--- src/rtl/serial_subtractor.sv ---
// Bit-serial LSB-first subtractor: DIFF = A_in - B_in over WIDTH cycles with a start/done handshake.
// Optional SIGNED_OVF_EN macro adds an OVERFLOW output (two's-complement overflow of A-B).
module serial_subtractor #(
   parameter int WIDTH = 8
) (
   input  logic             clk,
   input  logic             rst_n,
   input  logic             START_in,
   input  logic [WIDTH-1:0] A_in,
   input  logic [WIDTH-1:0] B_in,
   output logic             BUSY,
`ifdef SIGNED_OVF_EN
   output logic             OVERFLOW,
`endif
   output logic             DONE,
   output logic [WIDTH-1:0] DIFF,
   output logic             BORROW
);

   localparam int CNT_W = $clog2(WIDTH) + 1;
   localparam logic [CNT_W-1:0] LAST_BIT = CNT_W'(WIDTH - 1);

   typedef enum logic [1:0] {
      IDLE = 2'd0,
      RUN  = 2'd1,
      FIN  = 2'd2
   } state_t;

   state_t             state_reg;
   logic [WIDTH-1:0]   a_reg;
   logic [WIDTH-1:0]   b_reg;
   logic [WIDTH-1:0]   res_reg;
   logic               br_reg;
   logic [CNT_W-1:0]   cnt_reg;
`ifdef SIGNED_OVF_EN
   logic               a_msb_reg;
   logic               b_msb_reg;
`endif

   // Single reused full-subtractor slice.
   logic               bit_a;
   logic               bit_b;
   logic               d_next;
   logic               br_next;
   logic [WIDTH-1:0]   res_next;

   assign bit_a    = a_reg[0];
   assign bit_b    = b_reg[0];
   assign d_next   = bit_a ^ bit_b ^ br_reg;
   assign br_next  = (~bit_a & bit_b) | (~(bit_a ^ bit_b) & br_reg);
   assign res_next = {d_next, res_reg[WIDTH-1:1]};

   always_ff @(posedge clk or negedge rst_n) begin
      if (!rst_n) begin
         state_reg <= IDLE;
         a_reg     <= '0;
         b_reg     <= '0;
         res_reg   <= '0;
         br_reg    <= 1'b0;
         cnt_reg   <= '0;
         BUSY      <= 1'b0;
         DONE      <= 1'b0;
         DIFF      <= '0;
         BORROW    <= 1'b0;
`ifdef SIGNED_OVF_EN
         a_msb_reg <= 1'b0;
         b_msb_reg <= 1'b0;
         OVERFLOW  <= 1'b0;
`endif
      end else begin
         case (state_reg)
            IDLE: begin
               DONE <= 1'b0;
               if (START_in) begin
                  a_reg     <= A_in;
                  b_reg     <= B_in;
                  res_reg   <= '0;
                  br_reg    <= 1'b0;
                  cnt_reg   <= '0;
                  BUSY      <= 1'b1;
                  state_reg <= RUN;
`ifdef SIGNED_OVF_EN
                  a_msb_reg <= A_in[WIDTH-1];
                  b_msb_reg <= B_in[WIDTH-1];
`endif
               end
            end
            RUN: begin
               res_reg <= res_next;
               a_reg   <= a_reg >> 1;
               b_reg   <= b_reg >> 1;
               br_reg  <= br_next;
               cnt_reg <= cnt_reg + 1'b1;
               // Results are published on entry to FIN so DONE and DIFF are valid together.
               if (cnt_reg == LAST_BIT) begin
                  DIFF      <= res_next;
                  BORROW    <= br_next;
                  DONE      <= 1'b1;
                  state_reg <= FIN;
`ifdef SIGNED_OVF_EN
                  OVERFLOW  <= (a_msb_reg != b_msb_reg) && (d_next != a_msb_reg);
`endif
               end
            end
            FIN: begin
               DONE      <= 1'b0;
               BUSY      <= 1'b0;
               state_reg <= IDLE;
            end
            default: begin
               DONE      <= 1'b0;
               BUSY      <= 1'b0;
               state_reg <= IDLE;
            end
         endcase
      end
   end

endmodule

--- config.mk ---
export PLATFORM = sky130hd
export DESIGN_NAME = serial_subtractor
export DESIGN_NICKNAME = d
export VERILOG_FILES = /design/src/rtl/serial_subtractor.sv
export SDC_FILE = /design/constraint.sdc
export NUM_CORES = 1
export LEC_CHECK = 0
export ABC_AREA = 1
export CORE_ASPECT_RATIO = 1.25
export CORE_MARGIN = 8
export CORE_UTILIZATION = 40
export CTS_BUF_LIST = sky130_fd_sc_hd__clkbuf_4
export DETAILED_ROUTE_END_ITERATION = 8
export HOLD_SLACK_MARGIN = 0.06
export PLACE_DENSITY = 0.62
export SLEW_MARGIN = 10
export SYNTH_ARGS = -nofsm -noshare
export SYNTH_HDL_FRONTEND = slang
export SYNTH_SLANG_ARGS = --single-unit
--- constraint.sdc ---
create_clock -name clk -period 2.3 [get_ports clk]
set_input_delay 0.46 -clock clk [delete_from_list [all_inputs] [get_ports clk]]
set_output_delay 0.46 -clock clk [all_outputs]
set_load 0.03 [all_outputs]
==> out/summary.txt <==
RSZ-0062 raised after global routing - false
CORE AREA - 4324 um^2
Synth top cells by count - nand2_1, nand3_1, dfrtp_1, inv_1
max_slew headroom - 66.85%
CTS buffer count - 5
first-pass GRT wire length - 6175 um
min cycle time layout - 1.849 ns
count leader, synth - nand2_1
WP data arrival - 1.39 ns
Max stage delay on crit path - 0.68 ns
ratio of cells with drive above 1 in the final layout - 8.261%
Cells after Synth - 198
yosys warns - 0
Setup violations, final - 0
postcts setup bufs - 0
Min-Delay Startpoint - DIFF[6]
Antenna Cells - 0
crit start category - flop
status - completed
clk sinks - 41
# H-tree levels - 2
CP top delay family - buffers and inverters
Synth area leader - dfrtp_1
crit path max fanout - 2
Setup TNS - 0 ns
leak pwr - 1.047 nW
DRT iter0 DRCs - 57
largest net degree at the start of global routing - 33
prevailing post-synth register cell - dfrtp_1
Filler cells - 459
post-route antenna net violation count - 0
Critical Path End Type - output pin
WP data required - 1.84 ns
Initial Utilization - 40.97%
initial antenna violation count - 0
post-synth top area share - 57.91%
pwr dens - 1277 nW/um^2
Worst IR Drop VDD - 493.4 uV
# resized after CTS - 0
Final period util - 80.39%
Peak Freq - 540.8 MHz
Worst-Margin Slew - 0.4972 ns
register bit total from synthesis - 41
DRC viols - 0
total grt overflow - 0
clock tree buffer depth - 2
overall die height - 90.41 um
CP max stage cell - clkdlybuf4s50_1
Rows - 27
fin. max-slew vios - 0
Root Driver - clkbuf_4
clk_lat worst skew - 0.35 ns
EDFF count, synth - 0
DR vias - 1355
Die Width - 75.53 um
Post-DP HPWL - 2389 um
I/O Buffers - 29
Initial DRT Pass Iterations - 4
IO Count - 30
Synth area leaders - dfrtp_1, nand2_1, nand3_1
final setup skew - 0.01343 ns
Final Hold Fails - 0
Mapped Avg Cell Area - 8.948 um^2
synth unique cells - 21
Buf+Inv Stages, Crit Path - 1
FFs w/ async S/R, synth - 100.0%
register clock-pin slew on the reported worst setup and hold paths - 0.11 ns
post-synth net total - 219
Final Wtd Congestion - 0.7161
CTS tree - yes
Worst Hold Class - flop to flop
die area - 6828 um^2
total of max-cap violations - 0
CP cell instances - clkdlybuf4s50_1
Total GRT Usage - 11.38%
final instance area - 2148 um^2
total routed wirelength - 3408 um
WL/cell - 11.83 um
post-synthesis instance area - 1772 um^2
mean number of vias per cell - 4.705
Final #Nets - 250
critical path class - flop to output pin
Post-Place Cell Area - 2083 um^2
worst flop-to-flop path startpoint - state_reg[1]
vias in the first global route - 1400
Area growth syn-to-layout - 21.26%
CP startpoint - DIFF[4]
Seq/Total Area, Yosys - 57.91%
[path summary, 6_finish.rpt]
kind                         endpoint  slack [ns]  depth (start not counted)
max                           DIFF[4]        0.45                          1
min                           DIFF[6]        0.49                          2
max reg2reg                   DIFF[5]        0.83                          6
min reg2reg                   DIFF[6]        0.49                          2
max in group asynchronous  res_reg[5]        1.17                          3
min in group asynchronous    a_reg[5]        0.58                          2
[kinds of logic after synthesis]
kind of cell	count (synthesis)	share of synthesized area, %
compound gates	4	1.200
fa+ha+maj	2	1.836
buf+inv	15	5.085
flops	41	57.91
simple gates	136	33.97
[final cells by class]
cell class	count	area [um^2]	area share, %
clock buffer	5	37.54	1.747
clock inverter	3	17.52	0.8154
sequential	41	1026	47.76
tap	58	72.57	3.378
inverter	7	28.78	1.340
timing repair buffer	32	310.3	14.44
multi-input combinational	142	655.6	30.52
[metal layers]
layer  vias up  global-route usage [%]  wire, um
met5         -                       0         0
met4         0                   4.341        52
met3         5                   3.556       141
met2        23                   18.27      1680
met1       630                   13.55      1533
li1        697                       -         -
[what timing repair did]
action,in CTS,in global routing
hold endpoints to repair,13,0
setup endpoints to repair,0,0
hold buffers,1,0
[metrics by stage]
stage / hold WS [ns] / cells / util (%) / power (mW) / worst slack [ns]
3_5_place_dp: 0.4597 / 279 / 48.18 / 2.439 / 0.4731
6_report: 0.4865 / 288 / 49.68 / 2.743 / 0.4509
4_1_cts: 0.4954 / 288 / 49.68 / 2.795 / 0.4141
5_1_grt: 0.5210 / 288 / 49.68 / 2.996 / 0.3701
2_1_floorplan: 0.1644 / 198 / - / 2.094 / 1.188
3_3_place_gp: 0.4606 / 279 / 48.18 / 2.413 / 0.4832
[cells in the final DEF (no fill, tap or decap)]
cell type	instances
nand2_1	82
dfrtp_1	41
inv_1	5
nand2_4	2
clkdlybuf4s50_1	28
nand3_1	43
o22ai_1	1
nand4_1	1
nand2_2	1
clkinvlp_4	1
clkbuf_4	5
buf_4	2
nor2_4	2
a21oi_1	1
inv_2	1
buf_2	1
fa_1	1
ha_1	1
dlygate4sd3_1	1
inv_4	1
o21ai_0	1
clkinv_2	2
nor2_1	4
nor2_2	1
o21ai_1	1
[power breakdown]
| group | switching [mW] | total (mW) | internal (mW) |
|---|---|---|---|
| clock | 0.231 | 0.347 | 0.115 |
| sequential | 0.203 | 1.24 | 1.03 |
| combinational | 0.712 | 1.16 | 0.446 |
(Power assumes the default switching activity.)
